`src/rtl/cache_writeback_buffer_pkg.sv`:
```
// cache_writeback_buffer_pkg: shared LC-3b line types and fill-level helper for the writeback buffer
package cache_writeback_buffer_pkg;
  typedef logic [15:0] lc3b_word;
  typedef logic [127:0] lc3b_line;
  typedef logic [11:0] lc3b_line_tag;
  typedef struct packed {
    lc3b_line_tag tag;
    lc3b_line line;
  } wb_entry_t;
  typedef enum logic [1:0] {WB_EMPTY, WB_PARTIAL, WB_FULL} wb_level_e;
  function automatic wb_level_e level_of(input int count, input int entries);
    return count == 0 ? WB_EMPTY : count == entries ? WB_FULL : WB_PARTIAL;
  endfunction
endpackage

```
`src/rtl/wb_entry_match.sv`:
```
// wb_entry_match: per-entry tag compare, newest valid match wins
module wb_entry_match
  import cache_writeback_buffer_pkg::*;
#(
  parameter int ENTRIES = 2,
  parameter int PW = $clog2(ENTRIES)
) (
  input  logic [ENTRIES-1:0] valid,
  input  wb_entry_t          entries [ENTRIES],
  input  logic [PW-1:0]      tail,
  input  lc3b_line_tag       tag,
  output logic               hit,
  output lc3b_line           line
);
  logic [PW-1:0] idx;
  // walk backwards from the newest entry (tail-1) so the first hit is the youngest
  always_comb begin
    hit = 1'b0;
    line = '0;
    idx = '0;
    for (int i = 0; i < ENTRIES; i++) begin
      idx = tail - PW'(i + 1);
      if (!hit && valid[idx] && entries[idx].tag == tag) begin
        hit = 1'b1;
        line = entries[idx].line;
      end
    end
  end
endmodule

```
`src/rtl/cache_writeback_buffer.sv`:
```
// cache_writeback_buffer: FIFO of evicted dirty lines drained to pmem, with probe forwarding
module cache_writeback_buffer
  import cache_writeback_buffer_pkg::*;
#(
  parameter int ENTRIES = 2
) (
  input  logic     clk,
  input  logic     reset,
  input  logic     wb_req,
  input  lc3b_word wb_addr,
  input  lc3b_line wb_line,
  output logic     wb_ready,
  input  lc3b_word probe_addr,
  output logic     probe_hit,
  output lc3b_line probe_line,
  output lc3b_word pmem_address,
  output lc3b_line pmem_wdata,
  output logic     pmem_write,
  input  logic     pmem_resp,
  output logic     empty
);
  localparam int PW = $clog2(ENTRIES);
  localparam int CW = PW + 1;
  wb_entry_t mem [ENTRIES];
  logic [PW-1:0] head, tail, off;
  logic [CW-1:0] count;
  logic [ENTRIES-1:0] valid;
  logic push, pop;
  wb_level_e level;
  logic unused;
  assign unused = ^{wb_addr[3:0], probe_addr[3:0]};
  assign level = level_of(int'(count), ENTRIES);
  assign wb_ready = level != WB_FULL;
  assign empty = level == WB_EMPTY;
  assign pmem_write = !empty;
  assign push = wb_req && wb_ready;
  assign pop = pmem_resp && !empty;
  assign pmem_address = {mem[head].tag, 4'h0};
  assign pmem_wdata = mem[head].line;
  // an entry is live when its distance from head is below count
  always_comb begin
    valid = '0;
    off = '0;
    for (int j = 0; j < ENTRIES; j++) begin
      off = PW'(j) - head;
      valid[j] = {1'b0, off} < count;
    end
  end
  always_ff @(posedge clk) begin
    if (reset) begin
      head <= '0;
      tail <= '0;
      count <= '0;
      for (int i = 0; i < ENTRIES; i++) mem[i] <= '0;
    end else begin
      if (push) mem[tail] <= '{tag: wb_addr[15:4], line: wb_line};
      tail <= tail + PW'(push);
      head <= head + PW'(pop);
      count <= count + CW'(push) - CW'(pop);
    end
  end
  wb_entry_match #(.ENTRIES(ENTRIES), .PW(PW)) u_match (
    .valid(valid),
    .entries(mem),
    .tail(tail),
    .tag(probe_addr[15:4]),
    .hit(probe_hit),
    .line(probe_line)
  );
endmodule

```
`config.mk`:
```
export PLATFORM = sky130hd
export DESIGN_NAME = cache_writeback_buffer
export DESIGN_NICKNAME = d
export VERILOG_FILES = /design/src/rtl/cache_writeback_buffer_pkg.sv /design/src/rtl/wb_entry_match.sv /design/src/rtl/cache_writeback_buffer.sv
export SDC_FILE = /design/constraint.sdc
export NUM_CORES = 1
export LEC_CHECK = 0
export ABC_AREA = 1
export CAP_MARGIN = 25
export CORE_ASPECT_RATIO = 1.25
export CORE_MARGIN = 5
export CORE_UTILIZATION = 54
export CTS_CLUSTER_DIAMETER = 150
export DETAILED_ROUTE_END_ITERATION = 8
export PLACE_DENSITY = 0.88
export SLEW_MARGIN = 0
export SYNTH_ARGS = -nofsm -noshare
export SYNTH_HDL_FRONTEND = slang
export SYNTH_SLANG_ARGS = --single-unit
export TNS_END_PERCENT = 5
```
`constraint.sdc`:
```
create_clock -name clk -period 4.7 [get_ports clk]
set_input_delay 0.94 -clock clk [delete_from_list [all_inputs] [get_ports clk]]
set_output_delay 0.94 -clock clk [all_outputs]
set_load 0.03 [all_outputs]
```
==> impl_metrics.tcl <==
set metrics [dict create \
    combPwrFrac_pct 44.2 \
    clkPwrFrac_pct 23.8 \
    worst_slew_pin_slew_ns 1.13 \
    r2r_start "tail$_SDFF_PP0_" \
    cap_violations 0 \
    drv_slew 0 \
    yosys_register_bits 284 \
    grt_pass1_wl_um 91900 \
    cts.sinks 284 \
    numCtsBuffers 29 \
    pwr-share-seq_pct 32.0 \
    drt_wl_total_um 58200 \
    clkTransAtPathRegs_ns 0.06 \
    worstPathCellList "inv_6, buf_4, buf_4, nand2_1, o21ai_0, nand2_1, nand2_1, buf_4" \
    synthCells 2755 \
    ctsResizeCount 0 \
    crit_slowest_cell "buf_4" \
    critPathMaxFanout 107 \
    nets 3178 \
    antenna_found_initial 7 \
    vdd_ir_drop_max_uv 334 \
    wl_met3_um 5190 \
    layout-drive-gt1-share_pct 7.00 \
    fin_crit_sh_pct 90.0 \
    cts_max_level 1 \
    grt.overflow.total 0 \
    setup_viol 0 \
    ys_types 23 \
    initial_core_util_pct 54.8 \
    nFillCells 2589 \
    hold_buffers 0 \
    cpPeakStageDelay_ns 0.81 \
    drt_pass1_iterations 6 \
    holdWs_ns 0.491 \
    p_int_mw 5.54 \
    clk_path_buf_depth 3 \
    min_path_cells 2 \
    start_kind "flip-flop" \
    finalHoldViolations 0 \
    crit_arrival_ns 3.29 \
    rsz0062_at_grt "false" \
    fin_worst_skew_ns 0.00784 \
    dieArea_um2 34300 \
    reg2regPathDepth 6 \
    dr.max_layer_used "met5" \
    tritoncts "yes" \
    syn_area_um2 16500 \
    final-seq-area_um2 5690 \
    critPathRequiredTime_ns 3.76 \
    final_core_util_pct 70.8 \
    gp_congestion 0.850 \
    worstSetupPathType "flip-flop to output pin" \
    worstReg2RegEnd "mem[3]$_SDFFE_PP0P_" \
    setup_slack_ns 0.470 \
    die_y_um 206 \
    dpl.hpwl_um 36700 \
    drtAntennaViolNets 0 \
    grt_max_degree 275 \
    max_freq_mhz 236 \
    vias_per_cell 5.62 \
    wl_met1_um 21800 \
    outcome "completed" \
    netSwitchingFraction_pct 42.6 \
    post_cts_buffers 0 \
    end_kind "output pin" \
    yosysWarnings 0 \
    first_iter_violations 1816 \
    pre_cts_ws_ns 0.727 \
    gr-usage-all-layers_pct 31.8 \
    portBuffers 427 \
    finalCriticalPeriod_ns 4.23 \
    tns_ns 0 \
    die_x_um 167 \
    coreArea_um2 30200 \
    reg2reg_slack_ns 1.17 \
    vias 19300 \
    leakage_nw 8.48 \
    insertion_delay_ns 0.55 \
    critPathCapture "probe_line[110]" \
    grt_pass1_vias 18000 \
    holdCritPathClass "flip-flop to flip-flop" \
    syn2layout_area_growth_pct 29.3 \
    multi_input_area_um2 9270 \
    switchingPower_mw 4.12 \
    drc 0 \
    ys_seq_area_share_pct 34.4 \
    wl_per_cell_um 16.9 \
    syn_area_per_cell_um2 6.00 \
    timing.critical_path.from "tail$_SDFF_PP0_" \
    clockRootBuffer "clkbuf_16" \
    ios 440 \
    num_rows 71 \
    slew_headroom_pct 25.0 \
    powerDensity_nw_per_um2 452 \
    wl_met2_um 27700 \
]
==> critical path, delay by kind of cell (launching register included) <==
kind | cells | cell delay [ns]
buffers and inverters | 4 | 1.61
and+or+nand+nor | 3 | 0.35
DFF | 1 | 0.53
AOI/OAI and AO/OA | 1 | 0.12
==> power by group through the flow <==
stage / logic [mW] / registers (mW) / clock network, mW
floorplan: 2.81 / 3.04 / 0
global placement: 4.09 / 3.11 / 0
detailed placement: 4.18 / 3.13 / 0
CTS: 4.21 / 3.08 / 2.33
global route: 4.62 / 3.14 / 2.43
finish: 4.27 / 3.09 / 2.30
==> cells by family (layout without fill, tap and decap cells) <==
family	Yosys count	after routing	synth area share, %
and+or+nand+nor	1391	1391	32.8
DFF	284	284	34.4
adders and majority gates	4	4	0.303
xor gates and xnor gates	1	1	0.0530
AOI/OAI and AO/OA	678	678	22.6
buffers and inverters	396	668	9.80
other	1	11	0.0227
==> layout make-up <==
class | instances | area share (%)
sequential | 284 | 26.6
tap | 401 | 2.35
timing repair buffer | 454 | 20.3
clock buffer | 43 | 4.07
antenna | 7 | 0.0819
clock inverter | 8 | 0.333
inverter | 163 | 2.94
multi-input combinational | 2078 | 43.3
==> cell usage in the layout (no fill, tap or decap), drive strengths merged <==
cell and n:
nand2 1080, buf 156, nor3b 1, nand3 156
diode 7, clkinvlp 1, bufinv 1, or2 1
clkbuf 44, clkinv 7, a211oi 138, a21oi 144
o211ai 3, dfxtp 284, o21ai 393, xor2 1
clkdlybuf4s50 297, nor2 153, conb 4, ha 4
inv 162
==> through the flow <==
stage	power (mW)	instances	cell area (um^2)
after floorplan	5.85	2758	16600
after global placement	7.20	3378	20400
after detailed placement	7.31	3378	20400
after CTS	9.62	3429	21300
after global routing	10.2	3437	21400
final	9.66	3438	21400
==> registers in the layout, indices dropped and copies added, names as in the netlist <==
| name | count |
|---|---|
| count | 2 |
| head | 1 |
| mem | 280 |
| tail | 1 |
==> synth_stat cells, drive strengths merged <==
library cell     n  area share, %
or2              1          0.038
o21ai          393             12
nand3          156            4.7
nand2         1080             25
nor3b            1          0.045
dfxtp          284             34
buf             75            2.5
conb             1          0.023
a211oi         138            6.3
a21oi          144            4.4
ha               4           0.30
xor2             1          0.053
clkbuf         158            3.6
clkinv           1          0.023
nor2           153            3.5
o211ai           3           0.14
inv            162            3.7
==> worst min-delay path by stage <==
stage | from | to | slack (ns)
floorplan | mem[204]$_SDFFE_PP0P_ | mem[204]$_SDFFE_PP0P_ | 0.46
global placement | mem[40]$_SDFFE_PP0P_ | mem[40]$_SDFFE_PP0P_ | 0.48
detailed placement | mem[75]$_SDFFE_PP0P_ | mem[75]$_SDFFE_PP0P_ | 0.48
CTS | mem[275]$_SDFFE_PP0P_ | mem[275]$_SDFFE_PP0P_ | 0.49
global route | mem[75]$_SDFFE_PP0P_ | mem[75]$_SDFFE_PP0P_ | 0.51
finish | mem[48]$_SDFFE_PP0P_ | mem[48]$_SDFFE_PP0P_ | 0.49
==> layer usage <==
| layer | vias to the layer above | global-route usage [%] |
|---|---|---|
| met5 | - | 0 |
| met4 | 2 | 18.0 |
| met3 | 200 | 8.07 |
| met2 | 818 | 53.2 |
| met1 | 8861 | 37.2 |
| li1 | 9444 | - |
No activity file was read; power rests on OpenSTA's default activity.
==> patch (config.mk and constraints unchanged) <==
Reset style: asynchronous (`reset`), changed in one clocked block.
--- a/src/rtl/cache_writeback_buffer.sv
+++ b/src/rtl/cache_writeback_buffer.sv
@@ -48,3 +48,3 @@
   end
-  always_ff @(posedge clk) begin
+  always_ff @(posedge clk or posedge reset) begin
     if (reset) begin
Check against the original RTL: not equivalent (a bounded check fails within 4 cycles, from zero or initial values and one cycle with reset high; the reset may be asserted at any time).
==> patch against the original RTL <==
First-iteration DRC count up 3.5%. Maximum frequency decreased by 5.5%. Setup slack worse by 250 ps. Sequential cell count unchanged. Wire length shrank 4.6%. Area after synthesis grew 5.6%. Synthesized cell count down 2.1%. Clock skew grew 3.1 ps. Cell area is 5.2% higher. Global-route usage decreased by 2.1 points.
Power is not compared: it rests on default switching activity, and its combinational part moved more than twofold at a synthesized area within 25%.
==> patch: results (changes against the original RTL) <==
| Metric | Value |
|---|---|
| Layout net count | 3152 (-0.82%) |
| Post-synthesis sequential area ratio | 0.407 (+0.0631) |
| WHS Path Cells | 2 (unchanged) |
| Worst r2r path cells | 4 (-2) |
| Vias in the first global route | 18100 (+0.68%) |
| Global placement routability congestion | 0.867 (+2.0%) |
| Post-CTS setup buffers | 0 (unchanged) |
| Total GRT Usage | 0.297 (-0.0211) |
| Clock Skews | 11.0 ps (+3.11 ps) |
| Reg-to-Reg End | mem[180] |
| Routed WL | 55500 um (-4.6%) |
| Reg2reg setup slack | 2070 ps (+900 ps) |
| Fill count | 2493 (-3.7%) |
| Mapped Cells | 2698 (-2.1%) |
| Crit Path Max Fanout | 59 (-45%) |
| Layout cell share with drive strength beyond 1 | 0.0712 (+0.00125) |
| Vias | 18900 (-2.3%) |
| Total of warnings raised by yosys | 0 (unchanged) |
| Largest net degree at the start of global routing | 219 (-20%) |
| RR Startpoint | tail |
| WHS Endpoint | mem[263] |
| Run status | complete, no violations |
| Hold_sp | mem[263] |
| Critical Path AT | 3540 ps (+250 ps) |
| Net Switching | 7.93 mW |
| First-pass GRT wire length | 88600 um (-3.5%) |
| Worst path max stage delay | 680 ps (-130 ps) |
| Largest cells by area after synthesis | dfrtp_1 41%, nand2_1 23%, o21ai_0 19% |
| Detailed-placement wirelength estimate | 36500 um (-0.51%) |
| Filler-free cell count of the finished design | 3421 (-0.49%) |
| Number of CTS-inserted buffers | 30 (+3.4%) |
| Crit path kind | reg2out |
| Worst-skew pair later-pin latency | 570 ps (+20 ps) |
| Initial antenna violation count | 4 (-3) |
| Top post-synthesis cells by count | 1055 x nand2_1, 673 x o21ai_0, 297 x inv_1 |
| Worst rel slew slack | 0.259 (+0.00989) |
| Root buffer cell | clkbuf_16 |
| Post-synth ARST share | 1.00 (+1.00) |
| Drt initial violations | 1879 (+3.5%) |
| VDD IR max | 0.515 mV |
| Hold Slack | 556 ps (+65.1 ps) |
| Netlist cell types | 20 (-13%) |
| Pleak | 10.8 nW |
| Critical path's slowest cell | dfrtp_4 |
==> patch: changes by cell type after synthesis, moves of 140 or more <==
cell | unedited run | this run
a21oi_1 | 144 | 1
nor2_1 | 152 | 12
dfrtp_1 | 0 | 284
o21ai_0 | 393 | 673
dfxtp_1 | 284 | 0
==> patch: how the worst max path moves through the flow <==
stage                           end  slack (ps)
floorplan                  count[0]          -3
global placement     probe_line[62]         650
detailed placement   probe_line[62]         630
CTS                  probe_line[36]         130
global route        probe_line[107]          30
finish               probe_line[62]         220
==> patch: per-layer routing <==
layer  GRT usage  wire length, um  part of all wire
met5           0                0                 0
met4       0.157             2990             0.054
met3      0.0805             5890              0.11
met2       0.491            26200              0.47
met1       0.354            20500              0.37
==> patch: worst reg2reg max path: stages, from the launching register on <==
cell     delay, ps
dfrtp_4        680
inv_2          460
ha_4           600
buf_12         450
o21ai_0        280
==> patch: cell families after synthesis <==
| logic type | after synthesis | share of synthesized area |
|---|---|---|
| buffers and inverters | 499 | 0.116 |
| other | 1 | 0.000215 |
| multiplexers | 6 | 0.00387 |
| flip-flops | 284 | 0.407 |
| AND/OR/NAND/NOR | 1225 | 0.275 |
| XOR/XNOR | 3 | 0.00150 |
| AO/OA/AOI/OAI | 676 | 0.194 |
| adder cells (fa/ha/maj) | 4 | 0.00287 |
==> patch: area by class of cell <==
cell class	count	area, sq um	area share
Inverter	299	1130	0.0501
Tap cell	412	515	0.0229
Multi-Input combinational cell	1918	8380	0.372
Clock buffer	43	871	0.0387
Clock inverter	10	153	0.00678
Timing Repair Buffer	451	4330	0.192
Antenna cell	4	10.0	0.000445
Sequential cell	284	7110	0.316
==> patch: power groups by stage <==
stage	clock network (mW)	registers (mW)	logic, mW
after floorplan	0	4.27	6.18
after global placement	0	4.43	8.80
after detailed placement	0	4.53	9.12
after CTS	2.52	4.50	9.20
after global routing	2.62	4.68	10.2
final	2.49	4.51	9.23
==> patch: stage by stage <==
step / setup slack (ps) / area, sq um
5_1_grt: 26.1 / 22500
4_1_cts: 129 / 22500
6_report: 223 / 22500
3_5_place_dp: 634 / 21500
2_1_floorplan: -3.26 / 17500
3_3_place_gp: 654 / 21500
